[config.mk]
export PLATFORM = sky130hd
export DESIGN_NAME = argmax_arbiter
export DESIGN_NICKNAME = d
export VERILOG_FILES = /design/src/rtl/argmax_arbiter.sv
export SDC_FILE = /design/constraint.sdc
export NUM_CORES = 1
export LEC_CHECK = 0
export ABC_AREA = 1
export CORE_MARGIN = 5
export CORE_UTILIZATION = 35
export DETAILED_ROUTE_END_ITERATION = 7
export MAX_ROUTING_LAYER = met4
export PLACE_DENSITY = 0.67
export SLEW_MARGIN = 25
export SYNTH_ARGS = -nofsm -noshare
export SYNTH_HDL_FRONTEND = slang
export SYNTH_SLANG_ARGS = --single-unit
[constraint.sdc]
create_clock -name clk -period 2 [get_ports clk]
set_input_delay 0.5 -clock clk [delete_from_list [all_inputs] [get_ports clk]]
set_output_delay 0.5 -clock clk [all_outputs]
set_load 0.01 [all_outputs]
[src/rtl/argmax_arbiter.sv]
// argmax_arbiter: round-robin sharing of one 10-class argmax engine between two score requesters
// Ports:
//   clk, rst                     clock, synchronous active-high reset
//   req0/1, in_valid0/1,
//   in_data0/1                   requester frame request and score beats
//   grant0/1                     owner may present beats (registered)
//   res_valid0/1, res_class,
//   res_err                      one-cycle result pulse to owner, shared class/error
//   eng_clr, eng_valid, eng_data engine clear and registered score beat path
//   eng_valid_out, eng_decision  engine decision strobe and index
//   busy, frames_done            activity flag, error-free frame count
module argmax_arbiter #(
    parameter int DATA_W  = 18,
    parameter int N_CLASS = 10,
    parameter int TIMEOUT = 32
) (
    input  logic              clk,
    input  logic              rst,
    input  logic              req0,
    input  logic              req1,
    input  logic              in_valid0,
    input  logic              in_valid1,
    input  logic [DATA_W-1:0] in_data0,
    input  logic [DATA_W-1:0] in_data1,
    output logic              grant0,
    output logic              grant1,
    output logic              res_valid0,
    output logic              res_valid1,
    output logic [3:0]        res_class,
    output logic              res_err,
    output logic              eng_clr,
    output logic              eng_valid,
    output logic [DATA_W-1:0] eng_data,
    input  logic              eng_valid_out,
    input  logic [3:0]        eng_decision,
    output logic              busy,
    output logic [15:0]       frames_done
);
    localparam int CW = $clog2(N_CLASS + 1);
    localparam int TW = $clog2(TIMEOUT + 1);

    typedef enum logic [2:0] {IDLE, CLEAR, LOAD, WAIT, RESP} state_t;

    state_t        state, state_n;
    logic          owner, owner_n, rr, beat, own_req, own_valid, err_n;
    logic [3:0]    cls_n;
    logic [CW-1:0] count;
    logic [TW-1:0] timer;

    assign own_req   = owner ? req1 : req0;
    assign own_valid = owner ? in_valid1 : in_valid0;
    // grant is high exactly while in LOAD, so a beat is an owner valid in LOAD (abort wins)
    assign beat      = state == LOAD && own_req && own_valid;

    always_comb begin
        state_n = state;
        owner_n = owner;
        cls_n   = res_class;
        err_n   = res_err;
        case (state)
            IDLE: if (req0 || req1) begin
                owner_n = (req0 && req1) ? rr : req1;
                state_n = CLEAR;
            end
            CLEAR: state_n = LOAD;
            LOAD: if (!own_req) begin
                state_n = RESP;
                cls_n   = 4'hF;
                err_n   = 1'b1;
            end else if (beat && int'(count) == N_CLASS - 1) begin
                state_n = WAIT;
            end
            WAIT: if (eng_valid_out) begin
                state_n = RESP;
                cls_n   = eng_decision;
                err_n   = int'(eng_decision) >= N_CLASS;
            end else if (int'(timer) == TIMEOUT - 1) begin
                state_n = RESP;
                cls_n   = 4'hF;
                err_n   = 1'b1;
            end
            RESP: state_n = IDLE;
            default: state_n = IDLE;
        endcase
    end

    // every output is registered from the next-state decode so it lines up with the state
    always_ff @(posedge clk) begin
        if (rst) begin
            state       <= IDLE;
            owner       <= 1'b0;
            rr          <= 1'b0;
            count       <= '0;
            timer       <= '0;
            grant0      <= 1'b0;
            grant1      <= 1'b0;
            res_valid0  <= 1'b0;
            res_valid1  <= 1'b0;
            res_class   <= '0;
            res_err     <= 1'b0;
            eng_clr     <= 1'b1;
            eng_valid   <= 1'b0;
            eng_data    <= '0;
            busy        <= 1'b0;
            frames_done <= '0;
        end else begin
            state      <= state_n;
            owner      <= owner_n;
            count      <= state == CLEAR ? '0 : count + CW'(beat);
            timer      <= state == WAIT ? timer + TW'(1) : '0;
            grant0     <= state_n == LOAD && !owner_n;
            grant1     <= state_n == LOAD && owner_n;
            res_valid0 <= state_n == RESP && !owner_n;
            res_valid1 <= state_n == RESP && owner_n;
            res_class  <= cls_n;
            res_err    <= err_n;
            eng_clr    <= state_n == CLEAR || state_n == RESP;
            eng_valid  <= beat;
            busy       <= state_n != IDLE;
            if (beat)
                eng_data <= owner ? in_data1 : in_data0;
            if (state_n == RESP) begin
                rr <= !owner_n;
                if (!err_n)
                    frames_done <= frames_done + 16'd1;
            end
        end
    end
endmodule

==> results.yml, run 1 <==
timing:
  fmax_mhz: 536
  drv_slew: 0
  rsz0062_at_grt: "no"
  clock_skew_ns: 0.00723
  maxSlewHeadroom_pct: 78.6
  min_period_over_period_pct: 93.2
  tightest_slew_ns: 0.319
  fin_crit_ns: 1.86
  setup_viol: 0
  timing_hold_violations_final: 0
  setup_tns_ns: 0
min_path:
  hold_end: "timer[0]"
  hp-start: "timer[0]"
  hold_path_class: "reg -> reg"
  hold_path_depth: 1
finish:
  drive_gt1_share_pct: 11.9
  final_area_mm2: 0.00417
  fin_cells: 616
  fin_nets: 557
  area_growth_pct: 42.9
  diodes: 0
die:
  core_mm2: 0.00818
  die_y_um: 101
  placementRows: 33
  die_width_um: 101
  num_io_pins: 93
  design.die.area_mm2: 0.0103
  start_util_pct: 35.7
drt:
  vias: 2879
  drc: 0
  post_drt_via_cell_ratio: 4.67
  wl_um: 7350
  wire_per_inst_um: 11.9
  ant_nets: 0
  drt_iter0_drc: 119
  drtPass1Iterations: 4
power:
  total_power_mw: 2.67
  peakVddDrop_uv: 259
  power_density_mw_per_mm2: 640
  p_leak_nw: 1.61
synth:
  ys_ff_latch: 61
  synth_most_common_cell: "nand2_1"
  syn-num-nets: 453
  synth_ff_type: "dfxtp_1"
  synth_area_mm2: 0.00292
  synth_area_leaders: "dfxtp_1, nand2_1, o21ai_0"
  synth-warning-count: 0
  synth_edf_count: 0
  synth_top_area_cell: "dfxtp_1"
  synthCells: 402
  synth_commonest_cells: "nand2_1, dfxtp_1, nor2_1, o21ai_0, inv_1"
  synth_top_area_share_pct: 41.8
  async_reset_ff_share_pct: 0
  yosysUniqueCellTypes: 32
  avgSynthCellArea_um2: 7.26
  yosysSeqAreaShare_pct: 41.8
worst_setup_path:
  r2r_setup_slack_ns: 0.39
  r2r_start: "frames_done[0]"
  crit_fanout: 6
  crit_path_end_kind: "output pin"
  path_class: "reg -> out"
  path_cells: "clkdlybuf4s50_1"
  slowest_delay_ns: 0.59
  setup.worst_path.start_class: "flip-flop"
  worstPathArrival_ns: 1.36
  r2r_end: "frames_done[14]"
  crit_family: "buffers and inverters"
  crit_buf_inv: 1
  slowest_stage: "clkdlybuf4s50_1"
  reg2reg_depth: 8
  required_ns: 1.50
  crit_path_start: "frames_done[2]"
grt:
  grt_pass1_wl_um: 12200
  track_usage_pct: 15.1
  overflow: 0
  grt_pass1_vias: 2719
  grt_max_degree: 38
  antenna_found_initial: 0
clock_network:
  path_clk_slew_ns: 0.07
  cts_buffers: 9
  tritoncts: "yes"
  cts-root-buf: "clkbuf_8"
  clock_latency_ns: 0.32
  clock_sinks: 61
  cts.path.max_buffers: 2
  htreeDepth: 3
  post_cts_buffers: 0
place:
  place_area_mm2: 0.00400
  dp_hpwl_um: 5580
  port_buffers: 92
  gp_congestion: 0.867
  dp.cells: 600
flow_run:
  drv_cap: 0
status:
  status: "completed"
[placed cells by master (no fill, tap or decap), drive strengths merged, types with 4 or more instances in the layout]
cell type,instances
a21oi,26
a31oi,18
buf,16
clkbuf,15
clkdlybuf4s50,92
dfxtp,61
ha,4
inv,33
nand2,129
nand3,13
nand4,6
nor2,45
nor3,4
o21ai,32
xnor2,5
[worst max-delay path by stage]
| stage | endpoint | slack [ns] | cells after the start |
|---|---|---|---|
| final | frames_done[2] | 0.14 | 1 |
| after global routing | frames_done[2] | 0.08 | 1 |
| after CTS | frames_done[10] | 0.11 | 1 |
| after floorplan | count[2] | 0.21 | 10 |
| after global placement | eng_data[15] | -0.08 | 8 |
| after detailed placement | eng_data[10] | -0.18 | 8 |
[area by class of cell]
cell class / instances / area, um^2
Clock buffer: 15 / 166
Clock inverter: 1 / 5.00
Fill cell: 782 / 4000
Inverter: 33 / 124
Multi-Input combinational cell: 293 / 1480
Sequential cell: 61 / 1220
Tap cell: 105 / 131
Timing Repair Buffer: 108 / 1040
[registers in the layout (all words and copies together), names as in the netlist]
register	count
frames_done	16
res_valid0	1
res_class	4
grant0	1
rr	1
res_err	1
grant1	1
eng_valid	1
eng_data	18
eng_clr	1
state	3
timer	6
busy	1
count	4
owner	1
res_valid1	1
[through the flow]
step | hold slack, ns | worst slack [ns] | util [%]
floorplan | 0.418 | 0.205 | -
global placement | 0.433 | -0.0847 | 48.9
detailed placement | 0.443 | -0.179 | 48.9
CTS | 0.459 | 0.114 | 51.0
global route | 0.484 | 0.0841 | 51.0
finish | 0.452 | 0.136 | 51.0
[report_power, final]
part | internal (mW) | switching (mW)
Combinational | 0.218 | 0.201
Sequential | 1.26 | 0.0273
Clock | 0.518 | 0.445
Total | 2.00 | 0.673
[per-layer routing]
layer	vias to the layer above	GRT usage (%)	share of wire (%)
met2	86	22.5	44
met3	10	3.99	6.4
li1	1517	-	-
met4	0	6.24	1.6
met1	1266	19.2	48
met5	-	-	0
[timing repair]
action	4_1_cts	5_1_grt
resized for setup	0	2
hold buffers	0	0
endpoints found under the setup margin	0	17
[cells by family (layout without fill, tap and decap cells)]
group / count (synthesis) / after routing / share of synthesized area (%)
xor+xnor: 8 / 8 / 2.40
compound gates: 79 / 79 / 15.6
simple gates: 202 / 202 / 31.0
fa+ha+maj: 4 / 4 / 1.71
buf+inv: 48 / 157 / 7.46
flops: 61 / 61 / 41.8
Note: power is estimated with default switching activity, not from simulation.
==> run 2, diff against run 1 <==
--- a/config.mk
+++ b/config.mk
@@ -7,10 +7,10 @@
 export LEC_CHECK = 0
 export ABC_AREA = 1
 export CORE_MARGIN = 5
-export CORE_UTILIZATION = 35
+export CORE_UTILIZATION = 30
 export DETAILED_ROUTE_END_ITERATION = 7
 export MAX_ROUTING_LAYER = met4
-export PLACE_DENSITY = 0.67
+export PLACE_DENSITY = 0.6
 export SLEW_MARGIN = 25
 export SYNTH_ARGS = -nofsm -noshare
 export SYNTH_HDL_FRONTEND = slang
==> run 2 against run 1 <==
  * Design area increased by 2.3%
  * Die area increased by 15%
  * Non-clock buffer count unchanged
  * Sequential share of layout area decreased by 0.66 points
  * Hold slack got worse by 0.0013 ns
  * Flip-flop and latch count unchanged
  * Maximum frequency decreased by 0.83%
  * Utilization decreased by 6.8 points
  * Final cell count increased by 4.5%
  * Register-to-register slack got worse by 0.04 ns
  * Combinational power about the same
  * Critical path type unchanged
  * Largest cell class unchanged
==> results.yml, run 2 (synthesis gave the netlist of run 1 again) <==
grt:
  grt_pass1_vias: 2810
  overflow: 0
  track_usage_pct: 14.1
  antenna_found_initial: 0
  grt_pass1_wl_um: 12900
  grt_max_degree: 25
power:
  netSwitchingPower_mw: 0.697
  p_leak_nw: 1.63
  clockPowerShare_pct: 40.1
  power_density_mw_per_mm2: 668
  peakVddDrop_uv: 246
  p_seq_share_pct: 45.2
  p_comb_share_pct: 14.7
  total_power_mw: 2.85
  p_int_mw: 2.15
  sw_frac_of_total_pct: 24.5
drt:
  drt_iter0_drc: 89
  ant_nets: 0
  wl_um: 7570
  vias: 2848
  drtPass1Iterations: 4
  drc: 0
  post_drt_via_cell_ratio: 4.42
  wire_per_inst_um: 11.8
finish:
  largestRegisters: "eng_data: 18 flops, frames_done: 16 flops, timer: 6 flops"
  layout_commonest_cell: "nand2_1"
  area_growth_pct: 46.2
  post-route-util_pct: 44.3
  diodes: 0
  fin_cells: 644
  largest-register: "eng_data"
  drive_gt1_share_pct: 12.5
  largest_reg_flops: 18
  fin_nets: 557
  layout_common_cells: "nand2_1, clkdlybuf4s50_1, dfxtp_1, nor2_1, o21ai_0"
die:
  die_width_um: 109
  die_y_um: 109
  placementRows: 36
  core_mm2: 0.00964
  num_io_pins: 93
  design.die.area_mm2: 0.0118
  start_util_pct: 30.3
worst_setup_path:
  path_cells: "clkdlybuf4s50_1"
  crit_family: "buffers and inverters"
  slowest_delay_ns: 0.59
  slowest_stage: "clkdlybuf4s50_1"
  crit_path_end_kind: "output pin"
  r2r_setup_slack_ns: 0.35
  required_ns: 1.50
  crit_fanout: 6
  setup.worst_path.start_class: "flip-flop"
  worstPathArrival_ns: 1.38
  reg2reg_depth: 10
  crit_buf_inv: 1
  path_class: "reg -> out"
  r2r_start: "owner"
  r2r_end: "busy"
timing:
  tightest_slew_ns: 0.296
  min_period_over_period_pct: 94.0
  fin_crit_ns: 1.88
  clock_skew_ns: 0.0123
  maxSlewHeadroom_pct: 80.2
  rsz0062_at_grt: "no"
  fmax_mhz: 532
  setup_tns_ns: 0
  drv_slew: 0
  setup_viol: 0
  timing_hold_violations_final: 0
min_path:
  hold_path_depth: 1
  hold_path_class: "reg -> reg"
  hold_end: "timer[0]"
  hp-start: "timer[0]"
status:
  status: "completed"
clock_network:
  clock_latency_ns: 0.33
  htreeDepth: 3
  tritoncts: "yes"
  clock_sinks: 61
  cts-root-buf: "clkbuf_8"
  path_clk_slew_ns: 0.07
  ctsHoldBuffers: 0
  cts.path.max_buffers: 2
  post_cts_buffers: 0
  cts_resized: 0
  cts_buffers: 9
place:
  dp_hpwl_um: 5890
  gp_congestion: 0.852
  dp.cells: 628
  port_buffers: 92
flow_run:
  drv_cap: 0
==> run 2: cell type report <==
type / count / area (um^2)
well taps: 133 / 166
fillers: 1012 / 5370
multi-input cells: 293 / 1480
inverters: 33 / 124
clock buffers: 13 / 169
flip-flops and latches: 61 / 1220
clock inverters: 3 / 42.5
repair buffers: 108 / 1070
==> run 2: worst reg2reg max path: cells and delay by family (launching register included) <==
| family | cells | cell delay [ns] |
|---|---|---|
| compound gates | 2 | 0.17 |
| simple gates | 5 | 0.45 |
| flops | 1 | 0.41 |
| buf+inv | 3 | 0.52 |
==> run 2: worst max-delay path by stage <==
stage | from | to | slack, ns | depth (start not counted)
2_1_floorplan | req0 | count[2] | 0.21 | 10
5_1_grt | req0 | busy | 0.03 | 10
3_5_place_dp | req0 | count[2] | -0.15 | 9
3_3_place_gp | req0 | count[2] | -0.08 | 9
6_report | frames_done[12] | frames_done[12] | 0.12 | 1
4_1_cts | frames_done[12] | frames_done[12] | 0.11 | 1
==> run 2: layer usage <==
metal  global-route usage (%)  share of wire, %  vias to the layer above
met5                        -                 0                        -
met2                     22.5                46                       76
met1                     16.8                46                     1251
met3                     3.91               6.8                        8
li1                         -                 -                     1513
met4                     5.59               1.5                        0
==> run 2: stage by stage <==
stage / hold WS [ns] / setup slack [ns] / instance area, um^2
after global routing: 0.496 / 0.0298 / 4270
after CTS: 0.456 / 0.106 / 4270
final: 0.451 / 0.120 / 4270
after detailed placement: 0.446 / -0.153 / 4060
after floorplan: 0.418 / 0.205 / 2920
after global placement: 0.430 / -0.0768 / 4060
==> run 2: power groups by stage <==
stage,logic [mW],clock network (mW),registers [mW]
floorplan,0.192,0,1.33
global placement,0.420,0,1.32
detailed placement,0.425,0,1.32
CTS,0.427,1.18,1.29
global route,0.470,1.23,1.29
finish,0.419,1.14,1.29
